`src/rtl/regfile_mp_if.sv`:
```
// rtl/regfile_mp_if.sv - register file port bundle (write port, two read ports, init status); macro REGFILE_BYPASS_EN is consumed by regfile_mp
interface regfile_mp_if #(
    parameter int DW = 8,
    parameter int AW = 5
) ();
    logic          rdy;
    logic          we;
    logic [AW-1:0] wa;
    logic [DW-1:0] DI;
    logic [AW-1:0] ra_a;
    logic [AW-1:0] ra_b;
    logic [DW-1:0] DO_a;
    logic [DW-1:0] DO_b;
    logic          init_done;

    modport master (
        output rdy, we, wa, DI, ra_a, ra_b,
        input  DO_a, DO_b, init_done
    );

    modport slave (
        input  rdy, we, wa, DI, ra_a, ra_b,
        output DO_a, DO_b, init_done
    );
endinterface

```
`src/rtl/regfile_mp.sv`:
```
// rtl/regfile_mp.sv - 1W/2R register file with init sequencer and zero register; optional forwarding under `REGFILE_BYPASS_EN
module regfile_mp #(
    parameter int DW       = 8,
    parameter int AW       = 5,
    parameter int ZERO_REG = 7
) (
    input logic        clk,
    input logic        reset,
    regfile_mp_if.slave bus
);
    localparam int DEPTH = 2 ** AW;

    typedef enum logic {
        S_INIT = 1'b0,
        S_RUN  = 1'b1
    } state_t;

    state_t        state, state_nx;
    logic [AW-1:0] icnt, icnt_nx;
    logic [DW-1:0] regs [DEPTH];

    logic          init_wr;
    logic          port_wr;
    logic          wa_is_zero;
    logic          ra_a_is_zero;
    logic          ra_b_is_zero;

    // Power-up constants for the microcode: stack pointer, inc/dec helpers and vector-1 values.
    function automatic logic [DW-1:0] init_val(input int idx);
        logic [DW-1:0] v;
        case (idx)
            3:       v = {DW{1'b1}};
            5:       v = DW'(8'h01);
            6:       v = {DW{1'b1}};
            8:       v = DW'(8'hF9);
            9:       v = DW'(8'hFB);
            10:      v = DW'(8'hFD);
            default: v = '0;
        endcase
        return v;
    endfunction

    assign wa_is_zero   = (int'(bus.wa)   == ZERO_REG);
    assign ra_a_is_zero = (int'(bus.ra_a) == ZERO_REG);
    assign ra_b_is_zero = (int'(bus.ra_b) == ZERO_REG);

    assign init_wr   = (state == S_INIT);
    assign port_wr   = (state == S_RUN) && bus.we && bus.rdy && !wa_is_zero;
    assign bus.init_done = (state == S_RUN);

    // Sequencer state and init counter; reset restarts the init walk from entry 0.
    always_ff @(posedge clk or posedge reset) begin
        if (reset) begin
            state <= S_INIT;
            icnt  <= '0;
        end else begin
            state <= state_nx;
            icnt  <= icnt_nx;
        end
    end

    // Walk every entry once, then park in RUN until the next reset.
    always_comb begin
        state_nx = state;
        icnt_nx  = icnt;
        case (state)
            S_INIT: begin
                icnt_nx = icnt + AW'(1);
                if (icnt == AW'(DEPTH - 1)) begin
                    state_nx = S_RUN;
                end
            end
            S_RUN: begin
                icnt_nx = icnt;
            end
            default: begin
                state_nx = S_INIT;
                icnt_nx  = '0;
            end
        endcase
    end

    // Array storage is not reset so contents survive a reset until the init walk overwrites them.
    always_ff @(posedge clk) begin
        if (!reset) begin
            if (init_wr) begin
                regs[icnt] <= init_val(int'(icnt));
            end else if (port_wr) begin
                regs[bus.wa] <= bus.DI;
            end
        end
    end

    // Read port A: zero register wins, then optional same-cycle forward, then the array.
    always_comb begin
        bus.DO_a = regs[bus.ra_a];
`ifdef REGFILE_BYPASS_EN
        if (port_wr && (bus.ra_a == bus.wa)) begin
            bus.DO_a = bus.DI;
        end
`endif
        if (ra_a_is_zero) begin
            bus.DO_a = '0;
        end
    end

    // Read port B: same priority order as port A.
    always_comb begin
        bus.DO_b = regs[bus.ra_b];
`ifdef REGFILE_BYPASS_EN
        if (port_wr && (bus.ra_b == bus.wa)) begin
            bus.DO_b = bus.DI;
        end
`endif
        if (ra_b_is_zero) begin
            bus.DO_b = '0;
        end
    end
endmodule

```
`src/flat_wrapper.sv`:
```
// flat-port wrapper written by rule: the top's interface ports become plain ports
module regfile_mp_flat 
#(
    parameter int DW       = 8,
    parameter int AW       = 5,
    parameter int ZERO_REG = 7
)
  (clk, reset, bus_rdy, bus_we, bus_wa, bus_DI, bus_ra_a, bus_ra_b, bus_DO_a, bus_DO_b, bus_init_done);
  regfile_mp_if #(.DW(DW), .AW(AW)) bus_i ();
  input logic clk;
  input logic reset;
  input wire logic [$bits(bus_i.rdy)-1:0] bus_rdy;
  input wire logic [$bits(bus_i.we)-1:0] bus_we;
  input wire logic [$bits(bus_i.wa)-1:0] bus_wa;
  input wire logic [$bits(bus_i.DI)-1:0] bus_DI;
  input wire logic [$bits(bus_i.ra_a)-1:0] bus_ra_a;
  input wire logic [$bits(bus_i.ra_b)-1:0] bus_ra_b;
  output wire logic [$bits(bus_i.DO_a)-1:0] bus_DO_a;
  output wire logic [$bits(bus_i.DO_b)-1:0] bus_DO_b;
  output wire logic [$bits(bus_i.init_done)-1:0] bus_init_done;
  assign bus_i.rdy = bus_rdy;
  assign bus_i.we = bus_we;
  assign bus_i.wa = bus_wa;
  assign bus_i.DI = bus_DI;
  assign bus_i.ra_a = bus_ra_a;
  assign bus_i.ra_b = bus_ra_b;
  assign bus_DO_a = bus_i.DO_a;
  assign bus_DO_b = bus_i.DO_b;
  assign bus_init_done = bus_i.init_done;
  regfile_mp #(.DW(DW), .AW(AW), .ZERO_REG(ZERO_REG)) u_core (.clk(clk), .reset(reset), .bus(bus_i));
endmodule
```
`config.mk`:
```
export PLATFORM = sky130hd
export DESIGN_NAME = regfile_mp_flat
export DESIGN_NICKNAME = d
export VERILOG_FILES = /design/src/rtl/regfile_mp_if.sv /design/src/rtl/regfile_mp.sv /design/src/flat_wrapper.sv
export SDC_FILE = /design/constraint.sdc
export NUM_CORES = 1
export LEC_CHECK = 0
export CORE_MARGIN = 1
export CORE_UTILIZATION = 55
export CTS_BUF_LIST = sky130_fd_sc_hd__clkbuf_8
export DETAILED_ROUTE_END_ITERATION = 10
export GPL_ROUTABILITY_DRIVEN = 0
export PLACE_DENSITY = 0.84
export SETUP_SLACK_MARGIN = 0.05
export SLEW_MARGIN = 10
export SYNTH_ARGS = -nofsm -noshare
export SYNTH_HDL_FRONTEND = slang
export SYNTH_SLANG_ARGS = --single-unit
```
`constraint.sdc`:
```
create_clock -name clk -period 3.1 [get_ports clk]
set_input_delay 0.31 -clock clk [delete_from_list [all_inputs] [get_ports clk]]
set_output_delay 0.31 -clock clk [all_outputs]
set_load 0.02 [all_outputs]
```
==> results of run 1 <==
==> through the flow <==
stage,setup TNS [ns],cells
after detailed placement,-0.3283,1050
after global routing,0,1118
after floorplan,0,689
final,0,1118
after global placement,-0.07391,1050
after CTS,0,1118
==> sequential cells by signal, indices dropped and copies added, names as in the netlist <==
register and cells:
u_core.regs 256, u_core.icnt 5, u_core.bus.init_done 1
==> synth_stat cells, types with 2 or more instances <==
cell type | number | share of area
a2111oi_0 | 9 | 0.0062
and3_1 | 2 | 0.00098
mux2_2 | 9 | 0.0080
ha_1 | 5 | 0.0049
o22a_1 | 2 | 0.0014
dfrtp_1 | 6 | 0.012
o21ai_0 | 8 | 0.0031
mux2i_1 | 24 | 0.019
nor2_1 | 53 | 0.016
nor2b_1 | 24 | 0.012
buf_6 | 9 | 0.0080
nand3_1 | 5 | 0.0020
a221oi_1 | 13 | 0.0089
nor3_1 | 2 | 0.00079
and4_1 | 2 | 0.0014
a21o_1 | 5 | 0.0029
nand4b_1 | 2 | 0.0014
buf_4 | 9 | 0.0053
nand2b_1 | 4 | 0.0020
xnor2_1 | 3 | 0.0021
mux4_2 | 125 | 0.22
a211o_1 | 4 | 0.0027
a211oi_1 | 13 | 0.0077
buf_1 | 3 | 0.00088
nand2_1 | 13 | 0.0038
a21oi_1 | 13 | 0.0051
and2_1 | 2 | 0.00098
edfxtp_1 | 256 | 0.60
a32oi_1 | 2 | 0.0014
a2111oi_1 | 8 | 0.0063
buf_2 | 18 | 0.0071
nor4_1 | 2 | 0.00098
mux4_1 | 3 | 0.0062
inv_1 | 5 | 0.0015
clkbuf_1 | 11 | 0.0032
a22oi_1 | 3 | 0.0018
==> layer usage <==
layer	vias to the layer above	wire length [µm]
met3	94	3927
met2	667	15960
met5	-	0
met4	0	1139
li1	3180	-
met1	4075	11900
==> tightest hold or removal path: cells and delay by family <==
family	cells	cell delay (ns)
buffers and inverters	4	0.79
==> cells by family (layout without fill, tap and decap cells) <==
family                   after synthesis  count (layout)
AND/OR/NAND/NOR                      114             114
AO/OA/AOI/OAI                         87              87
XOR/XNOR                               3               3
multiplexers                         161             161
flip-flops                           262             262
adder cells (fa/ha/maj)                5               5
buffers and inverters                 57             201
==> final cells by class <==
cell class	instances	area (µm²)
Fill cell	1444	7974
Sequential cell	262	7838
Multi-Input combinational cell	370	4637
Timing Repair Buffer	128	1201
Clock buffer	42	578.1
Tap cell	285	356.6
Clock inverter	26	106.4
Inverter	5	18.77
==> how the worst max path moves through the flow <==
stage | from | endpoint | slack [ns] | cells after the start
3_3_place_gp | bus_ra_b[0] | bus_DO_b[3] | -0.07 | 8
4_1_cts | u_core.regs[3][3] | bus_DO_b[3] | 0.06 | 6
5_1_grt | bus_ra_a[3] | bus_DO_a[1] | 0.02 | 7
2_1_floorplan | u_core.bus.init_done | u_core.regs[0][2] | 0.22 | 5
6_report | u_core.regs[22][2] | bus_DO_b[2] | 0.06 | 6
3_5_place_dp | bus_wa[2] | u_core.regs[18][1] | -0.02 | 6
==> timing repair <==
item	in CTS	in global routing
endpoints found under the setup margin	13	9
gates resized for setup	20	11
hold buffers	0	0
==> power by group through the flow <==
stage / clock network (mW) / logic [mW] / registers (mW)
after floorplan: 0 / 0.431 / 3.94
after global placement: 0 / 0.687 / 3.94
after detailed placement: 0 / 0.709 / 3.94
after CTS: 2.56 / 0.714 / 3.87
after global routing: 2.68 / 0.761 / 3.87
final: 2.55 / 0.729 / 3.87
==> out/metrics.cfg, run 1 <==
[placed_design]
placed_area_mm2=0.01396
io_buffers=43
dp_slack_ns=-0.02039
dp_hpwl_um=22430

[floorplanning]
start_util=0.5610
ioPinCount=44
die-area_mm2=0.02378
die_w_um=154.2
die_y_um=154.2
rows=55
coreArea_mm2=0.02271

[global_route]
track_usage=0.2870
met2_usage=0.4608
antenna_found_initial=1
grt_pass1_vias=8051
grt_max_degree=40
grt_use_met1=0.3921
grt_overflow_total=0
busiest_layer=met2
grt_pass1_wl_um=49340
use_met3=0.05296

[timing]
setup_viol=0
tightest_slew_ns=1.104
fmax_mhz=329.3
post-route-worst-setup-slack_ns=0.06345
holdWs_ns=0.2285
drv_slew=0
slew_headroom=0.2613
rsz0062_at_grt=yes
min_period_ns=3.037
fin_skew_ns=0.02358
fin_crit_sh=0.9795
hold_viol_final=0

[hold_path]
hp-class=input pin to asynchronous set/reset pin

[status]
outcome=completed

[route]
drc=0
viasPerCell=7.170
dr_total_vias=8016
drt-wirelength-per-cell_um=29.45
wl_um=32920
drt_first_pass_iters=5
drt_iter0_markers=1071
final_antenna_net_count=0

[power]
combPwrFrac=0.102
leakage_nw=4.999
power.density_mw_per_mm2=484.8
power.switching_mw=1.680
total_power_mw=7.144
ir_worst_vdd_mv=0.3200
intPower_mw=5.464
pwr-share-seq=0.541
netSwitchingFraction=0.2351
power_frac_clock=0.357

[layout]
postLayoutCoreUtil=0.6489
syn_to_final_growth_pct=15.67
antenna-diode-count=0
nNetsFinal=840
final_common_cell=edfxtp_1
layout-drive-gt1-share=0.3493
mostFrequentLayoutCells=edfxtp_1, mux4_2, buf_4
fin_area_mm2=0.01474

[clock_network]
cts_sinks=262
cts-buffers-inserted=41
post_cts_buffers=0
cts.path.max_buffers=3
cts_max_level=2
worstSkewPairLatency_ns=0.56
cts_root_buf=clkbuf_8
cts_tree=built
clkTransAtPathRegs_ns=0.06

[worst_setup_path]
critical_path.cell_chain=mux4_2 -> mux2i_1 -> nor2_1 -> a221oi_2 -> a2111oi_1 -> clkdlybuf4s50_1
reg2reg_from=u_core.icnt[1]
worst-path-buf-inv=1
crit_arrival_ns=2.73
cp_slowest_cell=clkdlybuf4s50_1
crit_type=flop to output port
worstPathRequired_ns=2.79
cp_max_fo=2
reg2reg_slack_ns=0.34
reg2reg_depth=7
crit_path_end_kind=output port
path_delay_family=multiplexers
max_stage_delay_ns=0.55
cp-start-kind=flop
r2r_end=u_core.regs[11][4]

[synthesis]
synth.net_count=721
yosys.area_share.adder=0.004911
synth_xor_area_frac=0.002062
syn_avg_cell_area_um2=18.49
yosys_warnings=0
synth_top_family_by_area=multiplexers
synth_async_sr_flop_share=0.02290
synth_seq_area_share=0.6152
syn_area_mm2=0.01274
synth_edf_count=256
synth-simple-area-share=0.04321
ys_dominant_reg_cell=edfxtp_1
postSynthCellCount=689
synth_cell_types=48
muxShareOfSynthArea=0.2540
synth-seq-cells=262
synth_compound_area_frac=0.05254

[run]
maxCapViolations=0

Note: power is estimated with default switching activity, not from simulation.
==> inputs of run 2 (changes only) <==
--- a/config.mk
+++ b/config.mk
@@ -7,12 +7,11 @@
 export LEC_CHECK = 0
 export CORE_MARGIN = 1
 export CORE_UTILIZATION = 55
-export CTS_BUF_LIST = sky130_fd_sc_hd__clkbuf_8
 export DETAILED_ROUTE_END_ITERATION = 10
 export GPL_ROUTABILITY_DRIVEN = 0
 export PLACE_DENSITY = 0.84
 export SETUP_SLACK_MARGIN = 0.05
-export SLEW_MARGIN = 10
 export SYNTH_ARGS = -nofsm -noshare
 export SYNTH_HDL_FRONTEND = slang
 export SYNTH_SLANG_ARGS = --single-unit
+export TNS_END_PERCENT = 100
==> out/metrics.cfg, run 2 (synthesis gave the netlist of run 1 again) <==
[timing]
slew_headroom=0.2591
drv_slew=0
hold_viol_final=0
fin_crit_sh=0.9885
rsz0062_at_grt=yes
min_period_ns=3.064
fmax_mhz=326.3
setup_tns_ns=0
setup_viol=0
post-route-worst-setup-slack_ns=0.03577
tightest_slew_ns=1.107
fin_skew_ns=0.009902

[layout]
nNetsFinal=825
fill_cells=1419
largest_reg_flops=256
syn_to_final_growth_pct=17.29
mostFrequentLayoutCells=edfxtp_1, mux4_2, buf_4
layout-drive-gt1-share=0.3469
multiInputGateArea_mm2=0.004634
final_common_cell=edfxtp_1
antenna-diode-count=0
seq_area_mm2=0.007838
regMostFlops=u_core.regs

[power]
power.density_mw_per_mm2=527.5
netSwitchingFraction=0.2166
intPower_mw=6.175
combPwrFrac=0.093
ir_worst_vdd_mv=0.4878
power.switching_mw=1.707
power_frac_clock=0.417
pwr-share-seq=0.490
leakage_nw=5.034

[global_route]
grt_pass1_wl_um=50100
grt_pass1_vias=8013
met2_usage=0.4719
grt_overflow_total=0
grt_use_met1=0.4002
busiest_layer=met2
use_met3=0.05688
antenna_found_initial=0
track_usage=0.2909
grt_max_degree=40

[floorplanning]
coreArea_mm2=0.02271
die_y_um=154.2
die_w_um=154.2
start_util=0.5610
rows=55
ioPinCount=44
die-area_mm2=0.02378

[clock_network]
cts.path.max_buffers=3
ctsHoldBuffers=0
worstSkewPairLatency_ns=0.53
cts-buffers-inserted=26
cts_max_level=1
cts_sinks=262
cts_resized=17
post_cts_buffers=0
clkTransAtPathRegs_ns=0.06
cts_root_buf=clkbuf_16
cts_tree=built

[worst_setup_path]
worstPathRequired_ns=2.79
crit_path_frequent_cell=clkdlybuf4s50_1
max_stage_delay_ns=0.71
crit_type=input pin to output port
cp-start-kind=input pin
cp_slowest_cell=clkdlybuf4s50_1
crit_path_end_kind=output port
cp_max_fo=8
critical_path.cell_chain=clkdlybuf4s50_1 -> nand2b_1 -> a211oi_1 -> a2111oi_0 -> clkdlybuf4s50_1
crit_arrival_ns=2.75

[route]
drc=0
drt-wirelength-per-cell_um=30.71
drt_iter0_markers=1164
drt_first_pass_iters=6
final_antenna_net_count=0
viasPerCell=7.300
dr_total_vias=8015
wl_um=33720

[hold_path]
hp-class=input pin to asynchronous set/reset pin

[run]
maxCapViolations=0

[status]
outcome=completed

[placed_design]
io_buffers=43
dp_hpwl_um=22430
dp_slack_ns=-0.02039

[run 2: metrics by stage]
| stage | instances | utilization | total power [mW] | hold slack [ns] | instance area [µm²] |
|---|---|---|---|---|---|
| 2_1_floorplan | 689 | - | 4.371 | 0.1065 | 12740 |
| 3_3_place_gp | 1050 | 0.6147 | 4.628 | 0.5741 | 13960 |
| 3_5_place_dp | 1050 | 0.6147 | 4.650 | 0.5849 | 13960 |
| 4_1_cts | 1098 | 0.6558 | 7.869 | 0.2312 | 14890 |
| 5_1_grt | 1098 | 0.6580 | 8.040 | 0.2440 | 14940 |
| 6_report | 1098 | 0.6580 | 7.883 | 0.2532 | 14940 |
[run 2: power by group through the flow]
stage	registers (mW)	clock network (mW)	logic (mW)
CTS	3.87	3.29	0.717
finish	3.87	3.29	0.732
floorplan	3.94	0	0.431
global route	3.86	3.41	0.762
detailed placement	3.94	0	0.709
global placement	3.94	0	0.687
[run 2: cell type report]
cell class | count | share of cell area
sequential | 262 | 0.5245
multi-input combinational | 370 | 0.3102
timing repair buffer | 128 | 0.08064
clock buffer | 36 | 0.04815
tap | 285 | 0.02387
clock inverter | 12 | 0.01139
inverter | 5 | 0.001256
[run 2: per-layer routing]
| layer | part of all wire | wire length [µm] |
|---|---|---|
| met2 | 0.49 | 16580 |
| met1 | 0.35 | 11730 |
| met3 | 0.13 | 4257 |
| met5 | 0 | 0 |
| met4 | 0.034 | 1152 |
[run 2: worst paths after layout]
path | start | end | slack, ns | cells past startpoint
max reg2reg | u_core.icnt[1] | u_core.regs[26][3] | 0.33 | 7
max | bus_ra_a[4] | bus_DO_a[0] | 0.04 | 5
min in group clk | u_core.icnt[0] | u_core.icnt[0] | 0.59 | 1
min reg2reg | u_core.icnt[0] | u_core.icnt[0] | 0.59 | 1
max in group asynchronous | reset | u_core.icnt[3] | 2.73 | 4
min | reset | u_core.icnt[0] | 0.25 | 4
[run 2: worst max-delay path: cells and delay by family]
family	cells	cell delay, ns
buf+inv	2	1.38
simple gates	1	0.44
compound gates	2	0.63
==> inputs of run 3 (changes only) <==
--- a/config.mk
+++ b/config.mk
@@ -10,6 +10,7 @@
 export DETAILED_ROUTE_END_ITERATION = 10
 export GPL_ROUTABILITY_DRIVEN = 0
 export PLACE_DENSITY = 0.84
+export REMOVE_ABC_BUFFERS = 1
 export SETUP_SLACK_MARGIN = 0.05
 export SYNTH_ARGS = -nofsm -noshare
 export SYNTH_HDL_FRONTEND = slang
==> out/metrics.cfg, run 3 (synthesis gave the netlist of run 1 again) <==
[status]
outcome=completed

[power]
ir_worst_vdd_mv=0.3425
netSwitchingFraction=0.2138
combPwrFrac=0.094
power_frac_clock=0.402
total_power_mw=7.671
intPower_mw=6.031
power.switching_mw=1.640
pwr-share-seq=0.504
leakage_nw=4.986
power.density_mw_per_mm2=518.9

[layout]
syn_to_final_growth_pct=16.05
antenna-diode-count=0
final_cell_count_no_fill=1088
postLayoutCoreUtil=0.6510
final_common_cell=edfxtp_1
nNetsFinal=819
fin_area_mm2=0.01478
mostFrequentLayoutCells=edfxtp_1, mux4_2, buf_4
regMostFlops=u_core.regs
largest_reg_flops=256
layout-drive-gt1-share=0.3337

[timing]
holdWs_ns=0.2615
min_period_ns=2.972
slew_headroom=0.2090
setup_viol=0
post-route-worst-setup-slack_ns=0.1282
drv_slew=0
tightest_slew_ns=1.186
setup_tns_ns=0
rsz0062_at_grt=no
fmax_mhz=336.5
fin_skew_ns=0.006025
hold_viol_final=0
fin_crit_sh=0.9586

[clock_network]
cts_tree=built
worstSkewPairLatency_ns=0.53
cts_root_buf=clkbuf_16
cts_max_level=1
post_cts_buffers=0
clkTransAtPathRegs_ns=0.06
cts.path.max_buffers=3
cts_sinks=262
cts-buffers-inserted=26

[worst_setup_path]
crit_arrival_ns=2.66
crit_path_end_kind=output port
cp-start-kind=flop
crit_type=flop to output port
worstPathRequired_ns=2.79
reg2reg_depth=6
cp_max_fo=2

[floorplanning]
rows=55
die_y_um=154.2
start_util=0.5610
die_w_um=154.2
die-area_mm2=0.02378
coreArea_mm2=0.02271
ioPinCount=44

[placed_design]
dp_hpwl_um=22620
dpl.cell_count=1044
dp_slack_ns=-0.02806
io_buffers=43
placed_area_mm2=0.01389

[route]
final_antenna_net_count=0
wl_um=33830
viasPerCell=7.240
drt_first_pass_iters=5
dr_total_vias=7877
top_layer=met4
m1WireLength_um=12200
drt-wirelength-per-cell_um=31.10
drc=0
met3_length_um=3593
drt_iter0_markers=1060
wl_met2_um=16900

[global_route]
grt_overflow_total=0
antenna_found_initial=0
grt_pass1_wl_um=50520
grt_max_degree=34
grt_pass1_vias=8055
track_usage=0.2945

[hold_path]
hp-class=input pin to asynchronous set/reset pin

[run]
maxCapViolations=0

run 3: cell count changes in the layout (fill, tap and decap cells not counted), moves of 2 or more:
cell and delta:
a221oi_2 -3, a2111oi_1 +2, clkdlybuf4s50_1 -5, dlymetal6s2s_1 +3, a221oi_1 +3, buf_12 -2, clkinv_1 +2, clkinvlp_4 -2
buf_6 -2
run 3: final cells by class:
cell class / instances / area [µm²]
clock buffers: 34 / 701.9
clock inverters: 10 / 120.1
fillers: 1428 / 7925
inverters: 5 / 18.77
multi-input cells: 370 / 4616
flip-flops and latches: 262 / 7838
well taps: 285 / 356.6
repair buffers: 122 / 1134
run 3: routing by layer:
| layer | global-route usage | up-vias |
|---|---|---|
| li1 | - | 3134 |
| met1 | 0.3966 | 4035 |
| met2 | 0.4861 | 619 |
| met3 | 0.04875 | 89 |
| met4 | 0.1171 | 0 |
| met5 | 0 | - |
run 3: worst max-delay path: stages (launching register included):
cell	delay [ns]
edfxtp_1	0.41
mux4_2	0.49
mux2i_1	0.28
nor2_1	0.10
a221oi_2	0.26
buf_4	0.16
a2111oi_1	0.08
dlygate4sd2_1	0.35
run 3: path summary, 6_finish.rpt:
check | to | slack [ns] | startpoint
worst max-delay path | bus_DO_b[0] | 0.13 | u_core.regs[22][0]
worst min-delay path | u_core.icnt[1] | 0.26 | reset
worst max register to register | u_core.regs[1][5] | 0.25 | u_core.icnt[1]
worst min register to register | u_core.icnt[0] | 0.62 | u_core.icnt[0]
max in group asynchronous | u_core.icnt[2] | 2.73 | reset
min in group clk | u_core.icnt[0] | 0.62 | u_core.icnt[0]
run 3: power groups by stage:
stage          combinational [mW]  sequential (mW)  clock, mW
2_1_floorplan               0.322             3.94          0
3_3_place_gp                0.686             3.94          0
5_1_grt                     0.750             3.87       3.23
4_1_cts                     0.708             3.87       3.09
3_5_place_dp                0.704             3.94          0
6_report                    0.718             3.87       3.09
run 3: repair_timing:
| item | in CTS | in global routing |
|---|---|---|
| setup endpoints to repair | 13 | 10 |
| hold buffers | 0 | 0 |
| gates resized for setup | 19 | 13 |
